<file path="src/rtl/serial_chunk_addsub.sv">
`default_nettype none
// ============================================================================
// Module   : serial_chunk_addsub
// Brief    : Multi-cycle SIZE-bit adder/subtractor, CHUNK bits per cycle,
//            with ready/valid handshakes on operands and result.
// Revision : 1.0 - initial release
// ============================================================================
module serial_chunk_addsub #(
  parameter int SIZE  = 32,
  parameter int CHUNK = 8
) (
  input  logic            clk,
  input  logic            rst_n,
  input  logic            in_valid,
  output logic            in_ready,
  input  logic [SIZE-1:0] a,
  input  logic [SIZE-1:0] b,
  input  logic            cin,
  input  logic            sub,
  output logic            out_valid,
  input  logic            out_ready,
  output logic [SIZE-1:0] s,
  output logic            carryout,
  output logic            overflow
);

  localparam int c_n  = SIZE / CHUNK;
  localparam int c_kw = (c_n > 1) ? $clog2(c_n) : 1;
  localparam logic [c_kw-1:0] c_last = c_kw'(c_n - 1);

  localparam logic [1:0] c_idle = 2'd0;
  localparam logic [1:0] c_busy = 2'd1;
  localparam logic [1:0] c_done = 2'd2;

  logic [1:0]      r_state;
  logic [1:0]      w_state_next;
  logic [SIZE-1:0] r_a;
  logic [SIZE-1:0] r_b;
  logic            r_carry;
  logic [c_kw-1:0] r_k;
  logic [SIZE-1:0] r_acc;

  logic [CHUNK:0]  w_sum;
  logic            w_msb_cin;
  logic [SIZE-1:0] w_ins;
  logic [SIZE-1:0] w_acc_next;
  logic            w_accept;
  logic            w_last;

  // Operands are consumed from the bottom: the low CHUNK bits of r_a/r_b are
  // always the chunk being added, and the registers shift right each cycle.
  assign w_sum = {1'b0, r_a[CHUNK-1:0]} + {1'b0, r_b[CHUNK-1:0]}
               + {{CHUNK{1'b0}}, r_carry};

  // Carry into the chunk's top bit, recovered from its sum bit; on the last
  // chunk this is the carry into bit SIZE-1.
  assign w_msb_cin = w_sum[CHUNK-1] ^ r_a[CHUNK-1] ^ r_b[CHUNK-1];

  // Result bits enter the accumulator at the top and drift down, so after
  // N shifts chunk 0 sits at the bottom. With N=1 the shift clears r_acc.
  assign w_ins      = SIZE'(w_sum[CHUNK-1:0]) << (SIZE - CHUNK);
  assign w_acc_next = (r_acc >> CHUNK) | w_ins;

  assign w_accept = (r_state == c_idle) && in_valid;
  assign w_last   = (r_k == c_last);

  // State register
  always_ff @(posedge clk or negedge rst_n) begin
    if (!rst_n) r_state <= c_idle;
    else        r_state <= w_state_next;
  end

  // Next-state logic
  always_comb begin
    w_state_next = r_state;
    case (r_state)
      c_idle:  if (in_valid)  w_state_next = c_busy;
      c_busy:  if (w_last)    w_state_next = c_done;
      c_done:  if (out_ready) w_state_next = c_idle;
      default:                w_state_next = c_idle;
    endcase
  end

  // Handshake outputs decoded from state
  always_comb begin
    in_ready  = (r_state == c_idle);
    out_valid = (r_state == c_done);
  end

  // Datapath: capture operands on accept, add one chunk per BUSY cycle
  always_ff @(posedge clk or negedge rst_n) begin
    if (!rst_n) begin
      r_a      <= '0;
      r_b      <= '0;
      r_carry  <= 1'b0;
      r_k      <= '0;
      r_acc    <= '0;
      s        <= '0;
      carryout <= 1'b0;
      overflow <= 1'b0;
    end else if (w_accept) begin
      r_a     <= a;
      r_b     <= sub ? ~b : b;
      r_carry <= sub | cin;
      r_k     <= '0;
      r_acc   <= '0;
    end else if (r_state == c_busy) begin
      r_a     <= r_a >> CHUNK;
      r_b     <= r_b >> CHUNK;
      r_carry <= w_sum[CHUNK];
      r_k     <= r_k + c_kw'(1);
      r_acc   <= w_acc_next;
      if (w_last) begin
        s        <= w_acc_next;
        carryout <= w_sum[CHUNK];
        overflow <= w_sum[CHUNK] ^ w_msb_cin;
      end
    end
  end

endmodule
`default_nettype wire

</file>
<file path="config.mk">
export PLATFORM = sky130hd
export DESIGN_NAME = serial_chunk_addsub
export DESIGN_NICKNAME = d
export VERILOG_FILES = /design/src/rtl/serial_chunk_addsub.sv
export SDC_FILE = /design/constraint.sdc
export NUM_CORES = 1
export LEC_CHECK = 0
export ABC_AREA = 1
export BUFFER_PORTS_ARGS = -buffer_cell sky130_fd_sc_hd__clkbuf_2
export CELL_PAD_IN_SITES_DETAIL_PLACEMENT = 1
export CELL_PAD_IN_SITES_GLOBAL_PLACEMENT = 1
export CORE_ASPECT_RATIO = 0.9
export CORE_MARGIN = 5
export CORE_UTILIZATION = 30
export DETAILED_ROUTE_END_ITERATION = 7
export PLACE_DENSITY = 0.67
export SETUP_SLACK_MARGIN = 0.1
export SYNTH_ARGS = -nofsm -noshare
export SYNTH_HDL_FRONTEND = slang
export SYNTH_SLANG_ARGS = --single-unit
</file>
<file path="constraint.sdc">
create_clock -name clk -period 2.3 [get_ports clk]
set_clock_uncertainty 0.2 [all_clocks]
set_input_delay 0.575 -clock clk [delete_from_list [all_inputs] [get_ports clk]]
set_output_delay 0.575 -clock clk [all_outputs]
set_load 0.02 [all_outputs]
</file>
* Yosys cells after proc, flatten, opt, wreduce, memory -nomap -nowiden *
Cells that the tools add are included.

storage, ports and cells
  flip-flop bits (word level) = 135
  logic and storage cells = 45
  output and inout port bits = 36
  input bits = 70

operators by class
  eq/ne operators = 6
  multiplexer cells = 15
  reduce and logical (&&, ||, !) cells = 5
  bitwise operators = 7
  add/subtract/negate cells = 3

operators with widths
  operator               count
  $mux W32               7
  $not A32 Y32           1
  $or A24 B32 Y32        1
  $mux W2                5
  $add A8 B8 Y9          1
  $add A9 B1 Y9          1
  $pmux W2 S3            1
  $reduce_and A3 Y1      2
  $eq A2 B2 Y1 const B   2
  $ne A2 B2 Y1 const B   2
  $xor A1 B1 Y1          3
  $add A2 B1 Y2 const B  1
  $eq A2 B1 Y1 const B   1
  $logic_not A2 Y1       1
  $mux W1                2
  $ne A2 B1 Y1 const B   1
  $reduce_bool A2 Y1     1
  $logic_and A1 B1 Y1    1
  $not A1 Y1             1
  $or A1 B1 Y1           1

* Logic depth before layout (Yosys ltp) *
  depth in word-level cells = 5
  depth in mapped cells = 11
  mapped depth without buffers = 11

* Worst setup path after synthesis *
OpenSTA, ideal clock, no wires.

  path kind = register to register
  start = reg r_a[0]
  end = reg r_acc[30]
  period minus slack after synthesis = 2.008 ns
  buffers on the path = 0
  arrival time = 1.681 ns
  library setup time = 0.127 ns
  setup slack = 0.292 ns
  stages on the path, launching flop included = 12
  cell sequence = dfrtp_1 -> fa_1 -> inv_1 -> fa_1 -> o21ai_0 -> nand2_1 -> nand2_1 -> nand2_1 -> nand2_1 -> nand2_1 -> nand3_1 -> o21ai_0

between the ends
  cells in the longest elaborated chain, start to end = 5

ends and longest elaborated chain
  what                      line  source
  start: declaration        37    logic [SIZE-1:0] r_a;
  start signal: assignment  108   r_a <= r_a >> CHUNK;
  $add A8 B8 Y9             52    assign w_sum = {1'b0, r_a[CHUNK-1:0]} + {1'b0, r_b[CHUNK-1:0]}
  $add A9 B1 Y9             53    + {{CHUNK{1'b0}}, r_carry};
  $or A24 B32 Y32           62    assign w_acc_next = (r_acc >> CHUNK) | w_ins;
  $mux W32                  107   end else if (r_state == c_busy) begin
  $mux W32                  101   end else if (w_accept) begin
  end signal: assignment    112   r_acc <= w_acc_next;
  end: declaration          41    logic [SIZE-1:0] r_acc;

No other way between the ends. The select of a mux whose other input is x is not followed.
A chain may end at the register's enable or synchronous reset.

* Worst setup path after layout *
  start = reg r_b[3]
  end = reg overflow

between the ends
  cells in the longest elaborated chain, start to end = 5

ends and longest elaborated chain
  what                        line  source
  start: declaration          38    logic [SIZE-1:0] r_b;
  start signal: assignment    103   r_b <= sub ? ~b : b;
  start signal: assignment    109   r_b <= r_b >> CHUNK;
  $add A8 B8 Y9 (*)           52
  $add A9 B1 Y9 (*)           53
  $xor A1 B1 Y1 (2 in a row)  57    assign w_msb_cin = w_sum[CHUNK-1] ^ r_a[CHUNK-1] ^ r_b[CHUNK-1];
  $xor A1 B1 Y1 (*)           116   overflow <= w_sum[CHUNK] ^ w_msb_cin;
  end signal: assignment      116
  end: declaration            24    output logic overflow

Mark *: on every way between the ends. The rest lies on a longest branch, timed or not.

==> results.txt <==
Worst Tran Pin Value -> 0.565 ns
WHS -> 0.148 ns
Site Rows -> 47
WL met3 -> 629 um
final setup TNS -> 0 ns
Top Ports -> 106
Final Max Slew Viols -> 0
CTS sink count -> 127
Synth Warn # -> 0
maximum vdd drop -> 0.651 mV
crit-path cells -> ha_2, nand2_1, nor2_1, nand3_2, nand2_1, nand2_1, nand3_1, nand3_1, nand3_1, nand2_1
startpoint types -> register
outcome -> completed
Setup WS post-layout -> 0.221 ns
Hold Path Class -> primary input to register
MaxCap Viol Count -> 0
minimum clock period -> 2.08 ns
routability cong. -> 0.765
Post-Route WL -> 15.0 mm
Rel. slew slack -> 62.3%
HPWL after detailed placement -> 10.5 mm
first-pass detailed-route iteration total -> 6
cell area after synthesis -> 5640 um2
CTS clk-pin slew, worst paths -> 0.06 ns
first-pass GRT wire length -> 25.1 mm
Mapped Cells -> 571
fin nets -> 757
Vias -> 4,391
Starting DRT DRC Count -> 288
largest net degree at the start of global routing -> 68
most frequent cells in the layout -> dfrtp_1 (127), nand2_1 (116), clkbuf_2 (104), inv_1 (60), o21ai_0 (39)
total CTS buffers -> 17
area leader, netlist -> dfrtp_1
Worst Path Arrival -> 2.18 ns
design area -> 7050 um2
Seq/Total Area, Yosys -> 56.3%
critical path class -> register to register
port bufs -> 105
Area Overhead vs Synth -> 25.0%
crit path max fanout -> 5
leakage power figure -> 3.36 nW
#FFs+latches synth -> 127
fin crit share -> 90.4%
Worst-Skew Late Latency -> 0.41 ns
Setup Viol. Count Final -> 0
Fill cells -> 2,153
height of the die -> 140 um
slowest stage cell, crit path -> dfrtp_1
Final ANT Viol Nets -> 0
largest cells by area after synthesis -> dfrtp_1 (56%), nand2_1 (7.8%), inv_1 (4.1%)
Congestion Overflow GR -> 0
vias in the first global route -> 4,832
r2r setup slk -> 0.22 ns
post-synth net total -> 651
met1 WL -> 6.97 mm
maximum clock frequency -> 481 MHz
RSZ-0062 raised after global routing -> false
DRC viols -> 0
WL/cell -> 16.1 um
root buf cell -> clkbuf_16
top cell type's share of synthesized area -> 56.3%
post-synth cell types -> 33
WL met2 -> 7.22 mm
Placement Setup Slack -> 0.150 ns
Synth Area per Inst -> 9.88 um2
Top Metal Used -> met4
placed instance area -> 6450 um2
Final Power -> 11.0 mW
# H-tree levels -> 4
CTS tree -> done
die footprint -> 21,600 um2
layout cells sized above 1 -> 25.1%
Cell Pwr Density -> 1550 nW/um2
vias per std cell -> 4.70
Crit. End Element -> register
chip width -> 155 um
n_diodes -> 0
Initial Util -> 30.5%
CTS Buffer Depth -> 2
commonest non-fill, non-tap cell in the layout -> dfrtp_1
max incr delay on CP -> 0.42 ns
Final Hold Viols -> 0
Crit path top cell by count -> nand2_1
initial antenna violation count -> 0
WP data required -> 2.40 ns
GRT Total Usage -> 14.4%
core footprint -> 18,500 um2
cell usage after synthesis:
master,instances
nor2_2,2
inv_2,5
buf_6,6
o21ai_1,30
a22oi_1,25
xor2_1,10
nand3_1,12
nand2_1,117
o22ai_1,22
fa_1,2
nor2_1,3
o21ai_2,5
o221ai_1,8
inv_1,62
o31ai_1,1
ha_1,8
clkbuf_1,6
a32o_1,1
or2_2,2
o21ai_0,41
dfrtp_1,127
buf_2,20
buf_1,2
nand2_4,1
and2_1,1
o211ai_1,16
nand3b_1,1
nor2_4,2
a21oi_1,4
o21a_1,1
a22o_1,1
xnor2_1,26
nand4_1,1
logic make-up (layout without fill, tap and decap cells):
family | Yosys count | in the layout | synth area share (%)
xor+xnor | 36 | 36 | 5.59
compound gates | 155 | 155 | 17.2
simple gates | 142 | 142 | 10.4
fa+ha+maj | 10 | 10 | 2.48
buf+inv | 101 | 219 | 7.96
flops | 127 | 127 | 56.3
where the power goes:
part | leakage (nW) | switching [mW] | internal, mW | total [mW]
combinational | 1.46 | 3.03 | 1.70 | 4.72
clock | 0.273 | 0.929 | 1.59 | 2.52
sequential | 1.63 | 0.492 | 3.22 | 3.71
total | 3.36 | 4.45 | 6.50 | 11.0
critical path: cells and delay by family, from the launching register on:
kind                     cells  cell delay [ns]
flip-flops                   1             0.42
AND/OR/NAND/NOR              9             0.92
adder cells (fa/ha/maj)      1             0.42
per-layer routing:
layer / vias to the layer above / global-route usage, %
li1: 2127 / -
met1: 2149 / 19.2
met2: 99 / 23.4
met3: 16 / 3.18
met4: 0 / 4.83
met5: - / 0
flip-flops by register name, indices dropped and copies added, names as in the netlist:
signal	count
r_acc	24
overflow	1
s	32
r_k	2
r_state	2
r_b	32
r_carry	1
r_a	32
carryout	1
area by class of cell:
type / count / area, um2 / share of cell area [%]
Clock inverter: 6 / 57.6 / 0.816
Tap cell: 245 / 307 / 4.35
Sequential cell: 127 / 3180 / 45.1
Clock buffer: 25 / 495 / 7.03
Multi-Input combinational cell: 343 / 2040 / 29.0
Inverter: 67 / 251 / 3.57
Timing Repair Buffer: 121 / 721 / 10.2
path summary, 6_finish.rpt:
path / cells past startpoint / to / start
setup / recovery: 10 / overflow / r_b[3]
hold / removal: 2 / r_state[1] / out_ready
setup reg to reg: 10 / overflow / r_b[3]
hold reg to reg: 2 / s[31] / s[31]
max in group asynchronous: 3 / r_b[18] / rst_n
min in group asynchronous: 3 / r_acc[12] / rst_n
through the flow:
step / instances / util [%]
floorplan: 571 / -
global placement: 901 / 34.9
detailed placement: 901 / 34.9
CTS: 933 / 38.0
global route: 934 / 38.2
finish: 934 / 38.2
repair_timing:
| action | CTS | global route |
|---|---|---|
| setup endpoints to repair | 0 | 5 |
| gates resized for setup | 0 | 13 |
| hold endpoints to repair | 127 | 0 |
| hold buffers | 1 | 0 |
| buffers inserted | 0 | 1 |
Power figures use the tool's default switching activity.
